**src/rtl/apb_timer_pkg.sv**
```systemverilog
// rtl/apb_timer_pkg.sv - register map, CTRL field positions and FSM states for apb_timer
package apb_timer_pkg;

    localparam logic [3:0] ADDR_CTRL    = 4'h0;
    localparam logic [3:0] ADDR_COUNT   = 4'h4;
    localparam logic [3:0] ADDR_COMPARE = 4'h8;
    localparam logic [3:0] ADDR_STATUS  = 4'hC;

    localparam int CTRL_EN           = 0;
    localparam int CTRL_IE           = 1;
    localparam int CTRL_ONESHOT      = 2;
    localparam int CTRL_PRESCALE_LSB = 8;
    localparam int CTRL_PRESCALE_MSB = 15;

    // Only EN, IE, ONESHOT and PRESCALE are implemented; everything else reads 0.
    localparam logic [31:0] CTRL_MASK = 32'h0000_FF07;

    typedef enum logic {
        ST_IDLE = 1'b0,
        ST_RESP = 1'b1
    } apb_state_e;

    function automatic logic [31:0] apply_strb(input logic [31:0] old_val,
                                               input logic [31:0] wdata,
                                               input logic [3:0]  strb);
        logic [31:0] result;
        result = old_val;
        for (int i = 0; i < 4; i++) begin
            if (strb[i]) begin
                result[8*i +: 8] = wdata[8*i +: 8];
            end
        end
        return result;
    endfunction

endpackage

```
**src/rtl/apb_timer_prescaler.sv**
```systemverilog
// rtl/apb_timer_prescaler.sv - 8-bit prescaler producing a one-cycle tick every PRESCALE+1 enabled cycles
module apb_timer_prescaler
    import apb_timer_pkg::*;
(
    input  logic       clk,
    input  logic       rst_n,
    input  logic       en,
    input  logic [7:0] prescale,
    output logic       tick
);

    logic [7:0] cnt_q;
    logic [7:0] cnt_d;

    always_comb begin
        cnt_d = cnt_q;
        tick  = 1'b0;
        if (!en) begin
            cnt_d = 8'h00;
        end else if (cnt_q == prescale) begin
            tick  = 1'b1;
            cnt_d = 8'h00;
        end else begin
            cnt_d = cnt_q + 8'h01;
        end
    end

    always_ff @(posedge clk or negedge rst_n) begin
        if (!rst_n) begin
            cnt_q <= 8'h00;
        end else begin
            cnt_q <= cnt_d;
        end
    end

endmodule

```
**src/rtl/apb_timer.sv**
```systemverilog
// rtl/apb_timer.sv - APB slave timer: CTRL/COUNT/COMPARE/STATUS registers, compare match and level IRQ
module apb_timer
    import apb_timer_pkg::*;
#(
    parameter int PADDR_SIZE = 10,
    parameter int PDATA_SIZE = 32
) (
    input  logic                    PRESETn,
    input  logic                    PCLK,
    input  logic                    PSEL,
    input  logic                    PENABLE,
    input  logic [PADDR_SIZE-1:0]   PADDR,
    input  logic                    PWRITE,
    input  logic [PDATA_SIZE-1:0]   PWDATA,
    input  logic [PDATA_SIZE/8-1:0] PSTRB,
    input  logic [2:0]              PPROT,
    output logic [PDATA_SIZE-1:0]   PRDATA,
    output logic                    PREADY,
    output logic                    PSLVERR,
    output logic                    IRQ
);

    generate
        if (PDATA_SIZE != 32) begin : g_bad_pdata
            $error("apb_timer: PDATA_SIZE must be 32");
        end
        if (PADDR_SIZE < 4) begin : g_bad_paddr
            $error("apb_timer: PADDR_SIZE must be >= 4");
        end
    endgenerate

    logic unused_pprot;
    assign unused_pprot = ^PPROT;

    apb_state_e state_q, state_d;
    logic [31:0] ctrl_q, ctrl_d;
    logic [31:0] count_q, count_d;
    logic [31:0] compare_q, compare_d;
    logic        match_q, match_d;
    logic [PDATA_SIZE-1:0] prdata_q, prdata_d;
    logic        pready_q, pready_d;
    logic        pslverr_q, pslverr_d;
    logic        irq_q, irq_d;

    logic        tick;
    logic        hit;
    logic        access;
    logic        addr_err;
    logic        wr_ok;
    logic [3:0]  reg_sel;
    logic [PDATA_SIZE-1:0] rdata;

    apb_timer_prescaler u_prescaler (
        .clk      (PCLK),
        .rst_n    (PRESETn),
        .en       (ctrl_q[CTRL_EN]),
        .prescale (ctrl_q[CTRL_PRESCALE_MSB:CTRL_PRESCALE_LSB]),
        .tick     (tick)
    );

    always_comb begin
        access   = (state_q == ST_IDLE) && PSEL && PENABLE;
        addr_err = (PADDR[1:0] != 2'b00) || ((PADDR >> 4) != '0);
        reg_sel  = PADDR[3:0];
        wr_ok    = access && PWRITE && !addr_err;
        hit      = tick && (count_q == compare_q);
    end

    always_comb begin
        state_d = state_q;
        case (state_q)
            ST_IDLE: if (PSEL && PENABLE) state_d = ST_RESP;
            ST_RESP: state_d = ST_IDLE;
            default: state_d = ST_IDLE;
        endcase
    end

    // Ordering below encodes the race priorities: APB COUNT write over tick,
    // match set over STATUS clear, one-shot EN clear over an APB EN write.
    always_comb begin
        ctrl_d    = ctrl_q;
        count_d   = count_q;
        compare_d = compare_q;
        match_d   = match_q;

        if (tick) begin
            count_d = hit ? 32'h0 : count_q + 32'h1;
        end

        if (wr_ok) begin
            case (reg_sel)
                ADDR_CTRL:    ctrl_d    = apply_strb(ctrl_q, PWDATA, PSTRB) & CTRL_MASK;
                ADDR_COUNT:   count_d   = apply_strb(count_q, PWDATA, PSTRB);
                ADDR_COMPARE: compare_d = apply_strb(compare_q, PWDATA, PSTRB);
                ADDR_STATUS:  if (PSTRB[0] && PWDATA[0]) match_d = 1'b0;
                default: ;
            endcase
        end

        if (hit) begin
            match_d = 1'b1;
            if (ctrl_q[CTRL_ONESHOT]) begin
                ctrl_d[CTRL_EN] = 1'b0;
            end
        end
    end

    always_comb begin
        rdata = '0;
        case (reg_sel)
            ADDR_CTRL:    rdata = ctrl_q;
            ADDR_COUNT:   rdata = count_q;
            ADDR_COMPARE: rdata = compare_q;
            ADDR_STATUS:  rdata = {31'h0, match_q};
            default:      rdata = '0;
        endcase

        prdata_d = prdata_q;
        if (access && !PWRITE) begin
            prdata_d = addr_err ? '0 : rdata;
        end
        pready_d  = access;
        pslverr_d = access && addr_err;
        irq_d     = match_q && ctrl_q[CTRL_IE];
    end

    always_ff @(posedge PCLK or negedge PRESETn) begin
        if (!PRESETn) begin
            state_q   <= ST_IDLE;
            ctrl_q    <= 32'h0;
            count_q   <= 32'h0;
            compare_q <= 32'h0;
            match_q   <= 1'b0;
            prdata_q  <= '0;
            pready_q  <= 1'b0;
            pslverr_q <= 1'b0;
            irq_q     <= 1'b0;
        end else begin
            state_q   <= state_d;
            ctrl_q    <= ctrl_d;
            count_q   <= count_d;
            compare_q <= compare_d;
            match_q   <= match_d;
            prdata_q  <= prdata_d;
            pready_q  <= pready_d;
            pslverr_q <= pslverr_d;
            irq_q     <= irq_d;
        end
    end

    assign PRDATA  = prdata_q;
    assign PREADY  = pready_q;
    assign PSLVERR = pslverr_q;
    assign IRQ     = irq_q;

endmodule

```
**config.mk**
```make
export PLATFORM = sky130hd
export DESIGN_NAME = apb_timer
export DESIGN_NICKNAME = d
export VERILOG_FILES = /design/src/rtl/apb_timer_pkg.sv /design/src/rtl/apb_timer_prescaler.sv /design/src/rtl/apb_timer.sv
export SDC_FILE = /design/constraint.sdc
export NUM_CORES = 1
export LEC_CHECK = 0
export CAP_MARGIN = 10
export CORE_MARGIN = 2
export CORE_UTILIZATION = 55
export DETAILED_ROUTE_END_ITERATION = 7
export GPL_ROUTABILITY_DRIVEN = 0
export PLACE_DENSITY = 0.76
export SKIP_CTS_REPAIR_TIMING = 1
export SLEW_MARGIN = 20
export SYNTH_ARGS = -nofsm -noshare
export SYNTH_HDL_FRONTEND = slang
export SYNTH_HIERARCHICAL = 1
export SYNTH_SLANG_ARGS = --single-unit
```
**constraint.sdc**
```tcl
create_clock -name PCLK -period 3.7 [get_ports PCLK]
set_input_delay 0.74 -clock PCLK [delete_from_list [all_inputs] [get_ports PCLK]]
set_output_delay 0.74 -clock PCLK [all_outputs]
set_load 0.005 [all_outputs]
```
==> results of run 1 <==
==> how the worst max path moves through the flow <==
| stage | slack, ps | to | startpoint |
|---|---|---|---|
| finish | 430 | count_q[2]$_DFFE_PN0P_ | ctrl_q[13]$_DFFE_PN0P_ |
| global route | 350 | count_q[25]$_DFFE_PN0P_ | ctrl_q[13]$_DFFE_PN0P_ |
| CTS | 550 | count_q[3]$_DFFE_PN0P_ | ctrl_q[13]$_DFFE_PN0P_ |
| detailed placement | 280 | ctrl_q[14]$_DFFE_PN0P_ | PADDR[1] |
| global placement | 350 | ctrl_q[14]$_DFFE_PN0P_ | PADDR[1] |
| floorplan | 690 | count_q[25]$_DFFE_PN0P_ | ctrl_q[15]$_DFFE_PN0P_ |
==> critical path, delay by kind of cell (launching register included) <==
family / cells / cell delay, ps
xor+xnor: 1 / 190
flops: 1 / 430
compound gates: 3 / 940
simple gates: 4 / 1400
buf+inv: 1 / 200
==> cells in the mapped netlist (3+ instances only) <==
cell type	number	area, µm²
a22oi_1	33	248
o21ai_0	50	250
dfrtp_1	120	3000
and3_1	11	68.8
a221oi_1	3	26.3
and2_1	3	18.8
nand2_1	71	267
and4_1	4	35.0
or3_1	8	50.1
buf_6	5	56.3
nor4b_1	3	26.3
o211ai_1	6	45.0
clkbuf_1	30	113
xnor2_1	29	254
a222oi_1	10	100
a221o_1	10	100
nor4_1	10	62.6
a211oi_1	8	60.1
nor4_2	4	50.1
nand4_1	25	156
or4_1	5	37.5
a21o_2	3	26.3
inv_1	8	30.0
nand3_1	28	140
nor2_1	21	78.8
o2111ai_1	3	26.3
a21oi_1	7	35.0
xor2_1	21	184
mux2_2	44	495
buf_2	13	65.1
nor3_1	4	20.0
mux2i_1	4	40.0
==> routing by layer <==
metal  track usage (%)  routed length, µm  share of wire (%)
met5                 0                  0                  0
met4              12.1                526                3.0
met3              7.28               1430                8.1
met2              44.4               8150                 46
met1              40.3               7550                 43
==> final cells by class <==
class | instances | area [µm²] | share of cell area, %
timing repair buffer | 105 | 1020 | 12.8
multi-input combinational | 459 | 3210 | 40.1
inverter | 9 | 33.8 | 0.422
sequential | 120 | 3000 | 37.5
clock buffer | 23 | 488 | 6.09
clock inverter | 9 | 72.6 | 0.906
tap | 143 | 179 | 2.23
==> through the flow <==
stage / cells / utilization [%]
floorplan: 639 / -
global placement: 836 / 65.0
detailed placement: 836 / 65.0
CTS: 868 / 69.9
global route: 868 / 69.9
finish: 868 / 69.9
==> report_power, final <==
part           switching, mW  internal [mW]
registers            0.00284           1.32
clock network          0.581          0.984
logic                 0.0701         0.0636
total                  0.654           2.36
==> kinds of logic after synthesis <==
kind of cell             Yosys count
AO/OA/AOI/OAI                    145
XOR/XNOR                          52
multiplexers                      49
flip-flops                       120
adder cells (fa/ha/maj)            2
AND/OR/NAND/NOR                  211
buffers and inverters             60
==> sequential cells by signal, summed over array words and instances (netlist names) <==
signal / cells
PRDATA: 32
compare_q: 32
count_q: 32
ctrl_q: 11
u_prescaler/cnt_q: 8
IRQ: 1
PREADY: 1
PSLVERR: 1
match_q: 1
state_q: 1
==> impl_results.md, run 1 <==
* Status: completed
* Yosys synthesis warning count at 6
* Mux cell area share after synthesis at 8.58%
* Post-Syn Instances at roughly 640
* Vias in the first global route at 5,556
* Design area at 8010 µm²
* First-pass GRT wire length at slightly below 30 mm
* IO buf count at 85
* Total CTS buffers at 17
* CP cell instances: xor2_1, nor4_2, buf_4, and3_1, o21ai_0, a2111oi_0, and3_1, nor4_1, a221o_1
* Dpl hpwl at ~12 mm
* Post-synthesis simple-gate area fraction at approximately 17%
* GRT Util Overall at 29.2%
* Largest net degree at the start of global routing at 68
* Die Area at between 10,000 and 15,000 µm²
* Post-Route WL at 17.7 mm
* Die W at about 110 µm
* Vias per cell at ~6.4
* Number of synthesized flops with an enable pin at 0
* FF-to-FF End: count_q[2]$_DFFE_PN0P_
* Worst hold slack at 372 ps
* Pre-antenna DRT Iters at 5
* Synth Area per Inst at a little over 10 µm²
* Critical Path RT at 4000 ps
* Minimum clock period at 3270 ps
* Final setup margin at around 430 ps
* Hold Fails Final Rpt at 0
* Routed Antenna Nets at 0
* Synthesized area at roughly 6500 µm²
* Die Height at about 110 µm
* Crit path max fanout at 14
* Iter 0 DRT Violations at 654
* R2R Path Start: ctrl_q[13]$_DFFE_PN0P_
* Seq cells post-synth at 120
* Asr flop ratio synth at 100%
* Residual DRC at 0
* Most common cell after layout, fill and taps aside: dfrtp_1
* Clock sink count at 120
* CTS tree: yes
* Post-route setup TNS at 0 ps
* Headroom to the max-slew limit at a little over half
* Longest Clk Path Bufs at 2
* Post-synth cell types at 59
* Layout cells sized above 1 at ~16%
* # diodes at 0
* Worst-Margin Slew at 710 ps
* Initial Util at between 50% and 60%
* Largest family of logic cells by synthesized area: simple AND/OR/NAND/NOR gates
* Flop-to-flop setup slack at approximately 430 ps
* Power, Total at between 3 and 4 mW
* Critical path type: flip-flop to flip-flop
* RSZ-0062 raised after global routing: no
* XOR/XNOR Fraction of Synth Area at between 7 and 8%
* Startpoint types: flip-flop
* H-tree depth at 4
* GRT overflow at 0
* CP arrival at between 3000 and 4000 ps
* Placed Area at roughly 7500 µm²
* Initial antenna violation count at 0
* IO Pins at 89
* Syn nets at 695
* FF-to-FF path depth at 9
* Peak supply drop at roughly 0.0003 V
* Critical path's most frequent cell: and3_1
* # rows at 39
* CP max stage cell: and3_1
* Complex-gate fraction of the synthesized area at about 16%
* Clock latency on the worst-skew pair at 420 ps
* Clk slew on worst S/H paths at about 50 ps
* Root Buffer: clkbuf_16
* PD cells at ~380 nW/µm²
* Synth-to-layout area growth at 23.2%
* Via count at 5,588
* Number of fill cells in the layout at 892
* Max-cap violations at 0
* Hold WC Path Type: input pin to async pin
* Critical Path End Type: flip-flop
* Sequential area share after synthesis at a little under half
* Slew Limit Fails at 0
* Core Area at about 11,000 µm²
* Largest stage delay on the critical path at ~700 ps
* Nets at around 770
* Most frequent cells in the layout: dfrtp_1, clkdlybuf4s50_1, nand2_1, o21ai_0, mux2_2
* Worst clock skew at 8.58 ps
* Post-synthesis adder-cell area fraction at 0.385%
* Fmax at between 300 and 400 MHz
* Main synth FF type: dfrtp_1
* Fin crit share at slightly below 90%
* Setup WS pre-CTS at ~280 ps
* Static Leak at 3.32 nW
* Final setup violating endpoints at 0
* Routed length per placed instance at 20.4 µm
Note: power is estimated with default switching activity, not from simulation.
==> run 2: changes to the inputs <==
--- a/config.mk
+++ b/config.mk
@@ -7,10 +7,10 @@
 export LEC_CHECK = 0
 export CAP_MARGIN = 10
 export CORE_MARGIN = 2
-export CORE_UTILIZATION = 55
+export CORE_UTILIZATION = 35
 export DETAILED_ROUTE_END_ITERATION = 7
 export GPL_ROUTABILITY_DRIVEN = 0
-export PLACE_DENSITY = 0.76
+export PLACE_DENSITY = 0.51
 export SKIP_CTS_REPAIR_TIMING = 1
 export SLEW_MARGIN = 20
 export SYNTH_ARGS = -nofsm -noshare
==> run 2 against run 1 <==
  * Setup slack improved by 250 ps
  * Critical path depth is 2 higher
  * First-iteration DRC count shrank 28%
  * Sequential cell count did not move
  * Clock power is 9.6% higher
  * Register-to-register slack improved by 250 ps
  * Sequential power barely moved
  * Design area increased by 2.7%
  * Cell count rose by 11%
  * Via count fell by 1.4%
  * Die area is 55% higher
  * Wire length up 6.8%
  * Critical endpoint is now count_q[27]$_DFFE_PN0P_
  * Largest power group unchanged
==> impl_results.md, run 2 (synthesis results as in run 1) <==
* Status: completed
* PD cells at between 300 and 400 nW/µm²
* GRT overflow at 0
* Crit path max fanout at 9
* FF-to-FF path depth at 11
* Layout Cells excl Fill at approximately 960
* Sw Share at between 20% and 30%
* Internal power at around 2.5 mW
* Power, Total at between 3 and 4 mW
* Slew Limit Fails at 0
* Fin crit share at between 80 and 90%
* Nets at 776
* Placed Area at between 7000 and 8000 µm²
* Longest Clk Path Bufs at 2
* Worst clock skew at between 5 and 6 ps
* Routed Antenna Nets at 0
* First-pass GRT wire length at just over 30 mm
* Root Buffer: clkbuf_16
* Final Util at between 40% and 50%
* Vias per cell at 5.73
* CP cell instances: xor2_1, nor4_2, buf_4, and3_1, nand4_1, nor3_2, buf_4, nand3_2, or4_1, a21oi_1, a221o_1
* Combinational power share at 4.3%
* FF-to-FF End: count_q[27]$_DFFE_PN0P_
* Largest net degree at the start of global routing at 69
* Setup WS pre-CTS at approximately 360 ps
* Iter 0 DRT Violations at between 400 and 500
* CP max stage cell: or4_1
* Clk slew on worst S/H paths at around 60 ps
* Post-Route WL at 18.9 mm
* Residual DRC at 0
* Critical path's most frequent cell: buf_4
* Vias in the first global route at roughly 5,600
* Final setup violating endpoints at 0
* Initial antenna violation count at 0
* Die W at 140 µm
* Via count at around 5,500
* Design area at slightly above 8000 µm²
* Psw at just over 0.7 mW
* Power share of the sequential group at between 40% and 50%
* Peak supply drop at 0.000307 V
* GRT Util Overall at between 10% and 20%
* # diodes at 0
* Synth-to-layout area growth at 26.5%
* Pre-antenna DRT Iters at 7
* Layout cells sized above 1 at approximately 17%
* Final setup margin at ~680 ps
* Flop-to-flop setup slack at 680 ps
* Critical Path RT at a little over 4000 ps
* Hold Fails Final Rpt at 0
* H-tree depth at 4
* Critical Path End Type: flip-flop
* Headroom to the max-slew limit at between 50 and 60%
* Die Area at just under 20,000 µm²
* R2R Path Start: ctrl_q[13]$_DFFE_PN0P_
* Minimum clock period at roughly 3000 ps
* IO buf count at 85
* Fmax at ~330 MHz
* Initial Util at between 30% and 40%
* Clock sink count at 120
* Core Area at about 18,000 µm²
* Worst-Margin Slew at ~740 ps
* CP arrival at approximately 3400 ps
* Worst hold slack at 374 ps
* Clock latency on the worst-skew pair at 420 ps
* Most common cell after layout, fill and taps aside: dfrtp_1
* Placed Instances at just over 900
* Startpoint types: flip-flop
* Largest stage delay on the critical path at approximately 540 ps
* Static Leak at 3.36 nW
* Routed length per placed instance at approximately 20 µm
* Critical path type: flip-flop to flip-flop
* Max-cap violations at 0
* Post-route setup TNS at 0 ps
* # rows at 49
* Total CTS buffers at 17
* Die Height at 140 µm
* Most frequent cells in the layout: dfrtp_1, clkdlybuf4s50_1, nand2_1, o21ai_0, mux2_2
* CTS tree: yes
* Hold WC Path Type: input pin to async pin
* RSZ-0062 raised after global routing: no
* Dpl hpwl at around 14 mm
* IO Pins at 89
* Clk network pwr share at between 50% and 60%
[run 2: changes by cell type in the layout (fill, tap and decap cells not counted), moves of 3 or more]
cell	before	now
buf_4	19	27
clkinv_2	7	2
clkinvlp_4	1	5
clkbuf_8	4	1
[run 2: area by class of cell]
class / count / area, µm²
inverter: 9 / 33.8
clock inverter: 14 / 173
multi-input combinational: 459 / 3210
tap: 229 / 287
clock buffer: 18 / 439
sequential: 120 / 3000
fill: 1668 / 9860
timing repair buffer: 113 / 1080
[run 2: worst max path at each step]
stage | start | to | cells after the start
5_1_grt | ctrl_q[13]$_DFFE_PN0P_ | count_q[27]$_DFFE_PN0P_ | 11
3_5_place_dp | PADDR[1] | count_q[22]$_DFFE_PN0P_ | 7
3_3_place_gp | PADDR[1] | count_q[22]$_DFFE_PN0P_ | 7
4_1_cts | ctrl_q[13]$_DFFE_PN0P_ | count_q[29]$_DFFE_PN0P_ | 11
6_report | ctrl_q[13]$_DFFE_PN0P_ | count_q[27]$_DFFE_PN0P_ | 11
2_1_floorplan | ctrl_q[15]$_DFFE_PN0P_ | count_q[25]$_DFFE_PN0P_ | 10
[run 2: power by group through the flow]
stage               logic (mW)  registers [mW]  clock network, mW
finish                   0.137            1.32               1.72
floorplan               0.0240            1.34                  0
global placement         0.138            1.34                  0
CTS                      0.140            1.32               1.75
global route             0.150            1.32               1.82
detailed placement       0.139            1.34                  0
[run 2: worst max-delay path, delay by kind of cell, from the launching register on]
family | cells | cell delay (ps)
compound gates | 2 | 280
buf+inv | 2 | 400
simple gates | 6 | 1660
xor+xnor | 1 | 190
flops | 1 | 430
[run 2: routing by layer]
layer	global-route usage, %	up-vias	routed length [µm]
met4	7.28	0	351
met1	27.8	2782	9000
met5	0	-	0
met3	3.56	24	794
li1	-	2539	-
met2	31.3	165	8730
==> run 3: changes to the inputs <==
==> constraint.sdc (replaced) <==
create_clock -name PCLK -period 3.12 [get_ports PCLK]
set_input_delay 0.624 -clock PCLK [delete_from_list [all_inputs] [get_ports PCLK]]
set_output_delay 0.624 -clock PCLK [all_outputs]
set_load 0.005 [all_outputs]
==> run 3 against run 2 <==
  * Combinational power grew 20%
  * Sequential cell count unchanged
  * Setup slack lost 410 ps
  * Clock power is 40% higher
  * Clock-buffer cell count up 3
  * Power rose by 30%
  * Sequential share of layout area is 1.1 points lower
  * Fmax grew 6.0%
  * Die area unchanged
  * Critical endpoint unchanged
==> impl_results.md, run 3 (synthesis results as in run 1) <==
* Status: completed
* Initial antenna violation count at 0
* Die Area at between 15,000 and 20,000 µm²
* H-tree depth at 4
* Pre-antenna DRT Iters at 5
* Critical path type: flip-flop to flip-flop
* Startpoint types: flip-flop
* Initial Util at between 30% and 40%
* Clk network pwr share at roughly three fifths
* Root Buffer: clkbuf_16
* Crit path max fanout at 8
* Internal power at ~3.3 mW
* GRT Util Overall at around a fifth
* Synth-to-layout area growth at 30.3%
* Total CTS buffers at 17
* CP arrival at between 3000 and 4000 ps
* Peak supply drop at approximately 0.00037 V
* Clock latency on the worst-skew pair at between 400 and 500 ps
* Core Area at roughly 18,000 µm²
* Critical Path End Type: flip-flop
* Max-cap violations at 0
* Power share of the sequential group at between 30% and 40%
* PD cells at 487 nW/µm²
* Clk slew on worst S/H paths at 60 ps
* Via count at about 5,500
* IO buf count at 85
* Fin crit share at 91.2%
* Worst hold slack at 130 ps
* Layout cells sized above 1 at a little under a fifth
* GRT overflow at 0
* Critical Path RT at ~3500 ps
* Hold WC Path Type: input pin to async pin
* Vias per cell at 5.69
* Routed length per placed instance at between 15 and 20 µm
* Psw at 0.826 mW
* Slew Limit Fails at 0
* IO Pins at 89
* Post-Route WL at approximately 19 mm
* Combinational power share at 4.0%
* Nets at about 780
* Die W at between 100 and 150 µm
* # rows at 49
* Die Height at ~140 µm
* # diodes at 0
* Vias in the first global route at approximately 5,700
* Post-route setup TNS at 0 ps
* Dpl hpwl at 13.6 mm
* Hold Fails Final Rpt at 0
* Static Leak at 3.48 nW
* Residual DRC at 0
* Fmax at approximately 350 MHz
* Iter 0 DRT Violations at 533
* Sw Share at 20.0%
* RSZ-0062 raised after global routing: no
* Clock sink count at 120
* Final setup violating endpoints at 0
* Routed Antenna Nets at 0
* Worst-Margin Slew at about 520 ps
* Longest Clk Path Bufs at 2
* Minimum clock period at about 2800 ps
* Headroom to the max-slew limit at between 60% and 70%
* Most common cell after layout, fill and taps aside: dfrtp_1
* Largest net degree at the start of global routing at about 50
* CTS tree: yes
* First-pass GRT wire length at 31.4 mm
* Worst clock skew at 7.65 ps
* Most frequent cells in the layout: dfrtp_1, clkdlybuf4s50_1, nand2_1, o21ai_0, mux2_2
[run 3: per-layer routing]
| metal | routed length, µm | vias to the layer above | track usage (%) |
|---|---|---|---|
| met5 | 0 | - | 0 |
| met4 | 320 | 0 | 6.65 |
| met3 | 915 | 20 | 4.85 |
| met2 | 8830 | 168 | 32.0 |
| met1 | 8830 | 2772 | 27.4 |
| li1 | - | 2563 | - |
[run 3: path summary, 6_finish.rpt]
| path | from | end | slack, ps | cells after the start |
|---|---|---|---|---|
| min reg2reg | PRDATA[9]$_DFFE_PN0P_ | PRDATA[9]$_DFFE_PN0P_ | 480 | 2 |
| min in group PCLK | PRDATA[9]$_DFFE_PN0P_ | PRDATA[9]$_DFFE_PN0P_ | 480 | 2 |
| max in group asynchronous | PRESETn | compare_q[12]$_DFFE_PN0P_ | 2260 | 2 |
| max reg2reg | ctrl_q[15]$_DFFE_PN0P_ | count_q[27]$_DFFE_PN0P_ | 270 | 9 |
| min | PRESETn | PREADY$_DFF_PN0_ | 130 | 1 |
| max | ctrl_q[15]$_DFFE_PN0P_ | count_q[27]$_DFFE_PN0P_ | 270 | 9 |
[run 3: final cells by class]
| class | instances | area (µm²) |
|---|---|---|
| Fill cell | 1675 | 9610 |
| Multi-Input combinational cell | 459 | 3210 |
| Sequential cell | 120 | 3000 |
| Timing Repair Buffer | 121 | 1220 |
| Clock buffer | 21 | 480 |
| Tap cell | 229 | 287 |
| Clock inverter | 11 | 239 |
| Inverter | 9 | 33.8 |
[run 3: critical path: stages (launching register included)]
cell,delay (ps)
dfrtp_1,450
xor2_2,200
nor4_2,310
and3_2,320
nand4_1,180
nor3_2,270
nand3_2,230
or4_1,540
a21oi_1,170
a221o_1,120
[run 3: metrics by stage]
step	worst slack, ps	cell area, µm²	util, %	std cells	power, mW
after detailed placement	-31.5	7750	42.9	938	1.76
after global placement	22.4	7750	42.9	938	1.76
final	273	8480	46.9	970	4.13
after floorplan	109	6500	-	639	1.62
after global routing	46.1	8480	46.9	970	4.25
after CTS	184	8470	46.8	970	4.16
[run 3: power by group through the flow]
stage	clock network, mW	logic, mW	registers, mW
floorplan	0	0.0284	1.59
global placement	0	0.166	1.59
detailed placement	0	0.167	1.59
CTS	2.43	0.167	1.56
global route	2.50	0.180	1.56
finish	2.40	0.164	1.56
